## config.mk

```make
export PLATFORM = sky130hd
export DESIGN_NAME = sequence_generator_flat
export DESIGN_NICKNAME = d
export VERILOG_FILES = /design/src/rtl/sequence_generator_if.sv /design/src/rtl/sequence_generator.sv /design/src/flat_wrapper.sv
export SDC_FILE = /design/constraint.sdc
export NUM_CORES = 1
export LEC_CHECK = 0
export ABC_CLOCK_PERIOD_IN_PS = 4850
export CAP_MARGIN = 20
export CORE_MARGIN = 4
export CORE_UTILIZATION = 54
export DETAILED_ROUTE_END_ITERATION = 16
export PLACE_DENSITY = 0.83
export SYNTH_ARGS = -nofsm -noshare
export SYNTH_HDL_FRONTEND = slang
export SYNTH_SLANG_ARGS = --single-unit
```

## constraint.sdc

```tcl
create_clock -name CLK -period 4.85 [get_ports CLK]
set_clock_uncertainty 0.05 [all_clocks]
set_input_delay 0.7275 -clock CLK [delete_from_list [all_inputs] [get_ports CLK]]
set_output_delay 0.7275 -clock CLK [all_outputs]
set_load 0.01 [all_outputs]
```

## src/rtl/sequence_generator_if.sv

```systemverilog
// Control and serial-output bundle for sequence_generator.
// master drives START/ABORT/PATTERN/REPEAT; slave (the generator) drives the serial side.
interface sequence_generator_if #(
  parameter int PAT_W = 5
);
  logic             START;
  logic             ABORT;
  logic [PAT_W-1:0] PATTERN;
  logic [3:0]       REPEAT;
  logic             Dout;
  logic             VALID;
  logic             BUSY;
  logic             DONE;
  logic [2:0]       state;

  modport master (
    output START, ABORT, PATTERN, REPEAT,
    input  Dout, VALID, BUSY, DONE, state
  );

  modport slave (
    input  START, ABORT, PATTERN, REPEAT,
    output Dout, VALID, BUSY, DONE, state
  );
endinterface

```

## src/rtl/sequence_generator.sv

```systemverilog
// Serial burst generator: sends PATTERN MSB-first REPEAT+1 times, then a one-cycle DONE.
// First bit one cycle after START; SEQGEN_GAP_EN inserts GAP_LEN idle cycles between repetitions.
module sequence_generator #(
  parameter int PAT_W   = 5,
  parameter int GAP_LEN = 2
) (
  input logic                 CLK,
  input logic                 RESET_N,
  sequence_generator_if.slave bus
);
  localparam int CNT_W = $clog2(PAT_W);

  if (PAT_W < 2 || PAT_W > 16 || GAP_LEN < 1 || GAP_LEN > 15) begin : g_bad_param
    $error("sequence_generator: PAT_W or GAP_LEN out of range");
  end

  typedef enum logic [2:0] {
    IDLE = 3'b000,
    SEND = 3'b001,
    GAP  = 3'b010,
    FIN  = 3'b011
  } state_t;

  state_t           state_q;
  logic [PAT_W-1:0] shreg_q;
  logic [PAT_W-1:0] pat_q;
  logic [3:0]       rep_q;
  logic [CNT_W-1:0] bit_q;
  logic             last_bit;
`ifdef SEQGEN_GAP_EN
  logic [3:0]       gap_q;
`endif

  assign last_bit = (bit_q == CNT_W'(PAT_W - 1));

  always_ff @(posedge CLK or negedge RESET_N) begin
    if (!RESET_N) begin
      state_q <= IDLE;
      shreg_q <= '0;
      pat_q   <= '0;
      rep_q   <= '0;
      bit_q   <= '0;
`ifdef SEQGEN_GAP_EN
      gap_q   <= '0;
`endif
    end else if (bus.ABORT) begin
      // Cancel wins over everything, including a START in IDLE; no DONE is produced.
      state_q <= IDLE;
      bit_q   <= '0;
    end else begin
      case (state_q)
        IDLE: begin
          if (bus.START) begin
            shreg_q <= bus.PATTERN;
            pat_q   <= bus.PATTERN;
            rep_q   <= bus.REPEAT;
            bit_q   <= '0;
            state_q <= SEND;
          end
        end
        SEND: begin
          if (last_bit) begin
            bit_q <= '0;
            if (rep_q != 4'd0) begin
              rep_q   <= rep_q - 4'd1;
              shreg_q <= pat_q;
`ifdef SEQGEN_GAP_EN
              gap_q   <= '0;
              state_q <= GAP;
`else
              state_q <= SEND;
`endif
            end else begin
              shreg_q <= '0;
              state_q <= FIN;
            end
          end else begin
            shreg_q <= {shreg_q[PAT_W-2:0], 1'b0};
            bit_q   <= bit_q + CNT_W'(1);
          end
        end
`ifdef SEQGEN_GAP_EN
        GAP: begin
          if (gap_q == 4'(GAP_LEN - 1)) begin
            state_q <= SEND;
          end else begin
            gap_q <= gap_q + 4'd1;
          end
        end
`endif
        FIN:     state_q <= IDLE;
        default: state_q <= IDLE;
      endcase
    end
  end

  // Outputs depend only on registered state, so reset clears them without waiting for a clock.
  assign bus.Dout  = (state_q == SEND) & shreg_q[PAT_W-1];
  assign bus.VALID = (state_q == SEND);
`ifdef SEQGEN_GAP_EN
  assign bus.BUSY  = (state_q == SEND) || (state_q == GAP);
`else
  assign bus.BUSY  = (state_q == SEND);
`endif
  assign bus.DONE  = (state_q == FIN);
  assign bus.state = state_q;

endmodule

```

## src/flat_wrapper.sv

```systemverilog
// flat-port wrapper written by rule: the top's interface ports become plain ports
module sequence_generator_flat 
#(
  parameter int PAT_W   = 5,
  parameter int GAP_LEN = 2
)
  (CLK, RESET_N, bus_START, bus_ABORT, bus_PATTERN, bus_REPEAT, bus_Dout, bus_VALID, bus_BUSY, bus_DONE, bus_state);
  sequence_generator_if #(.PAT_W(PAT_W)) bus_i ();
  input logic CLK;
  input logic RESET_N;
  input wire logic [$bits(bus_i.START)-1:0] bus_START;
  input wire logic [$bits(bus_i.ABORT)-1:0] bus_ABORT;
  input wire logic [$bits(bus_i.PATTERN)-1:0] bus_PATTERN;
  input wire logic [$bits(bus_i.REPEAT)-1:0] bus_REPEAT;
  output wire logic [$bits(bus_i.Dout)-1:0] bus_Dout;
  output wire logic [$bits(bus_i.VALID)-1:0] bus_VALID;
  output wire logic [$bits(bus_i.BUSY)-1:0] bus_BUSY;
  output wire logic [$bits(bus_i.DONE)-1:0] bus_DONE;
  output wire logic [$bits(bus_i.state)-1:0] bus_state;
  assign bus_i.START = bus_START;
  assign bus_i.ABORT = bus_ABORT;
  assign bus_i.PATTERN = bus_PATTERN;
  assign bus_i.REPEAT = bus_REPEAT;
  assign bus_Dout = bus_i.Dout;
  assign bus_VALID = bus_i.VALID;
  assign bus_BUSY = bus_i.BUSY;
  assign bus_DONE = bus_i.DONE;
  assign bus_state = bus_i.state;
  sequence_generator #(.PAT_W(PAT_W), .GAP_LEN(GAP_LEN)) u_core (.CLK(CLK), .RESET_N(RESET_N), .bus(bus_i));
endmodule
```

==> qor.txt <==
post-detailed-route DRC marker count: 0
vias in the first global route: 844
Worst EP required: 4.07 ns
cell area after placement: 1220 um2
most numerous cell in the Yosys netlist: sky130_fd_sc_hd__dfrtp_1
worst min-delay path startpoint: u_core.pat_q[2]
layout-stage area growth over the synthesis result: 20.9%
setup slack, reg-to-reg: 2.85 ns
unrepaired setup endpoints after global routing: no
pin count of the biggest net entering global routing: 20
warnings from Yosys: 0
hold bufs inserted after CTS: 0
final number of max-transition violations: 0
main flop type after synthesis: sky130_fd_sc_hd__dfrtp_1
Die ar.: 2660 um2
I/O Buffers: 18
number of cell instances on the worst register-to-register path: 6
class of the worst hold path: flop to flop
count of different cell masters after synthesis: 34
global route total overflow: 0
count of flip-flops with a built-in enable after synthesis: 0
global routing usage on met2: 33.1%
deepest level of the CTS H-tree: 1
category of the worst setup path launch point: flop
Synth area leaders: sky130_fd_sc_hd__dfrtp_1, sky130_fd_sc_hd__mux2_2, sky130_fd_sc_hd__o21ai_0, sky130_fd_sc_hd__and3_1, sky130_fd_sc_hd__ha_1
Worst slew margin: 44.6%
Placeable Area: 1760 um2
library cell contributing the largest single delay on the critical path: sky130_fd_sc_hd__clkdlybuf4s50_1
non-filler instance count after layout: 150
final weighted congestion of routability-driven global placement: 0.803
final instance area: 1240 um2
routed via count divided by cell count: 5.75
ANT nets after route: 0
CTS tree: built
Critical Path Fanout Max: 15
maximum clock insertion buffer count: 2
standard-cell row count: 15
GRT met1 Usage: 25.4%
number of diodes added for antenna fixing: 0
Routed WL: 2.29 mm
Max-Cap Viols: 0
fraction of layout cells with a size suffix above 1: 10.4%
iteration count of the initial detailed-routing pass: 4
Setup Viol. Count Final: 0
number of nets in the finished design: 142
hold endpoint: u_core.pat_q[2]
Setup Total Neg Slack: 0 ns
buffer cell driving the clock tree root: sky130_fd_sc_hd__clkbuf_4
syn_nets: 123
Initial Util: 58.2%
biggest area consumer among synthesized cells: sky130_fd_sc_hd__dfrtp_1
TritonCTS Buffers: 3
post-synth design cell area: 1030 um2
critical path class: flop to output pin
Avg Synthesized Cell Area: 9.60 um2
r2r endpoint: u_core.shreg_q[2]
number of resized instances in the post-cts repair step: 0
half-perimeter wire length after placement: 1.70 mm
worst reg2reg startpoint: u_core.rep_q[0]
global routing usage on met3: 4.87%
leakage power: 0.546 nW
wire length of the first global-routing pass: 3.96 mm
Max IR drop VDD: 0.239 mV
worst slew pin tran: 0.829 ns
clock latency on the worst-skew pair: 0.30 ns
number of cells traversed by the worst hold path: 1
overall routing resource usage: 20.1%
most numerous cell types in the synthesized netlist: sky130_fd_sc_hd__dfrtp_1, sky130_fd_sc_hd__nor2_1, sky130_fd_sc_hd__o21ai_0
register bit count reported by yosys: 19
clock slew seen by the registers of the worst setup and hold paths: 0.11 ns
buffers inserted during post-CTS setup optimization: 0
number of hold violations in the final report: 0
power per standard cell area: 296 nW/um2
ordered cell list for the critical path: nand2b_4, clkinv_1, and2_1, clkdlybuf4s50_1
worst stage delay on the critical path: 0.47 ns
maximum operating frequency: 0.361 GHz
post-synthesis sequential area ratio: 46.3%
overall die height: 51.6 um
placed insts: 146
part of the cycle the worst path needs: 57.1%
initial DRC count: 34
DR WL/cell: 15.2 um
most heavily used metal layer in global routing: met2
share of Yosys cell area claimed by the top area cell type: 46.3%
IO Pins: 20
arrival time reported for the critical path endpoint: 1.99 ns
outcome: finished, final reports clean
clock net sink count: 19
Vias: 863
horizontal extent of the die: 51.6 um
Synth async-reset ratio: 100%
min Tclk post-route: 2.77 ns
cell count after synthesis: 107
antenna violations before repair: 0
type of destination of the critical path: output pin
-- per-stage QoR --
stage | hold WS (ns) | power [mW] | utilization, % | worst slack (ns)
after floorplan | 0.382 | 0.254 | - | 3.00
final | 0.467 | 0.368 | 70.4 | 2.08
after detailed placement | 0.437 | 0.289 | 68.9 | 2.43
after global routing | 0.491 | 0.392 | 70.4 | 1.90
after global placement | 0.412 | 0.283 | 68.9 | 2.51
after CTS | 0.461 | 0.367 | 70.4 | 2.10
-- worst max-delay path by stage --
stage	from	endpoint	slack [ns]	cells past startpoint
after detailed placement	u_core.bus.state[1]	bus_Dout	2.43	4
after global routing	u_core.bus.state[1]	bus_Dout	1.90	4
final	u_core.bus.state[1]	bus_Dout	2.08	4
after floorplan	u_core.bus.state[1]	bus_Dout	3.00	3
after global placement	u_core.bus.state[1]	bus_Dout	2.51	4
after CTS	u_core.bus.state[1]	bus_Dout	2.10	4
-- cell usage in the layout (no fill, tap or decap), drive strengths merged, types with 2 or more instances in the layout --
master / count
and2: 3
clkdlybuf4s50: 18
clkbuf: 4
a22oi: 2
a21oi: 5
inv: 6
mux2: 5
and3: 6
nor2: 10
nand2b: 2
nand2: 7
ha: 3
dfrtp: 19
a2bb2oi: 2
o21ai: 13
nor4: 2
a211oi: 4
-- power by group --
group | switching (mW) | total (mW) | internal [mW]
Clock | 0.0491 | 0.0812 | 0.0321
Combinational | 0.0414 | 0.0839 | 0.0425
Sequential | 0.0204 | 0.203 | 0.183
Total | 0.111 | 0.368 | 0.258
-- state kept, by name (all words and copies together), names as in the netlist --
signal and cells:
u_core.pat_q 5, u_core.bit_q 3, u_core.bus.state 2, u_core.rep_q 4, u_core.shreg_q 5
-- worst max-delay path, delay by kind of cell (launching register included) --
family                 cells  cell delay (ns)
buffers and inverters      2             0.73
flip-flops                 1             0.46
AND/OR/NAND/NOR            2             0.50
-- per-layer routing --
metal	share of wire (%)	wire [um]	vias up
met4	2.2	50	0
met3	5.4	124	8
met2	51	1160	38
met5	0	0	-
met1	42	950	403
li1	-	-	414
-- cell type report --
type                    instances  area [um2]
repair buffers                 18         180
flip-flops and latches         19         475
clock buffers                   4        26.3
multi-input cells              77         503
inverters                       7        26.3
well taps                      25        31.3
fillers                       148         522
-- cells by family after synthesis --
kind of cell,count (synthesis),synth area share [%]
compound gates,30,19.0
fa+ha+maj,3,3.65
buf+inv,11,4.75
flops,19,46.3
mux,6,6.46
other cells,1,0.365
simple gates,37,19.5
No activity file was read; power rests on OpenSTA's default activity.
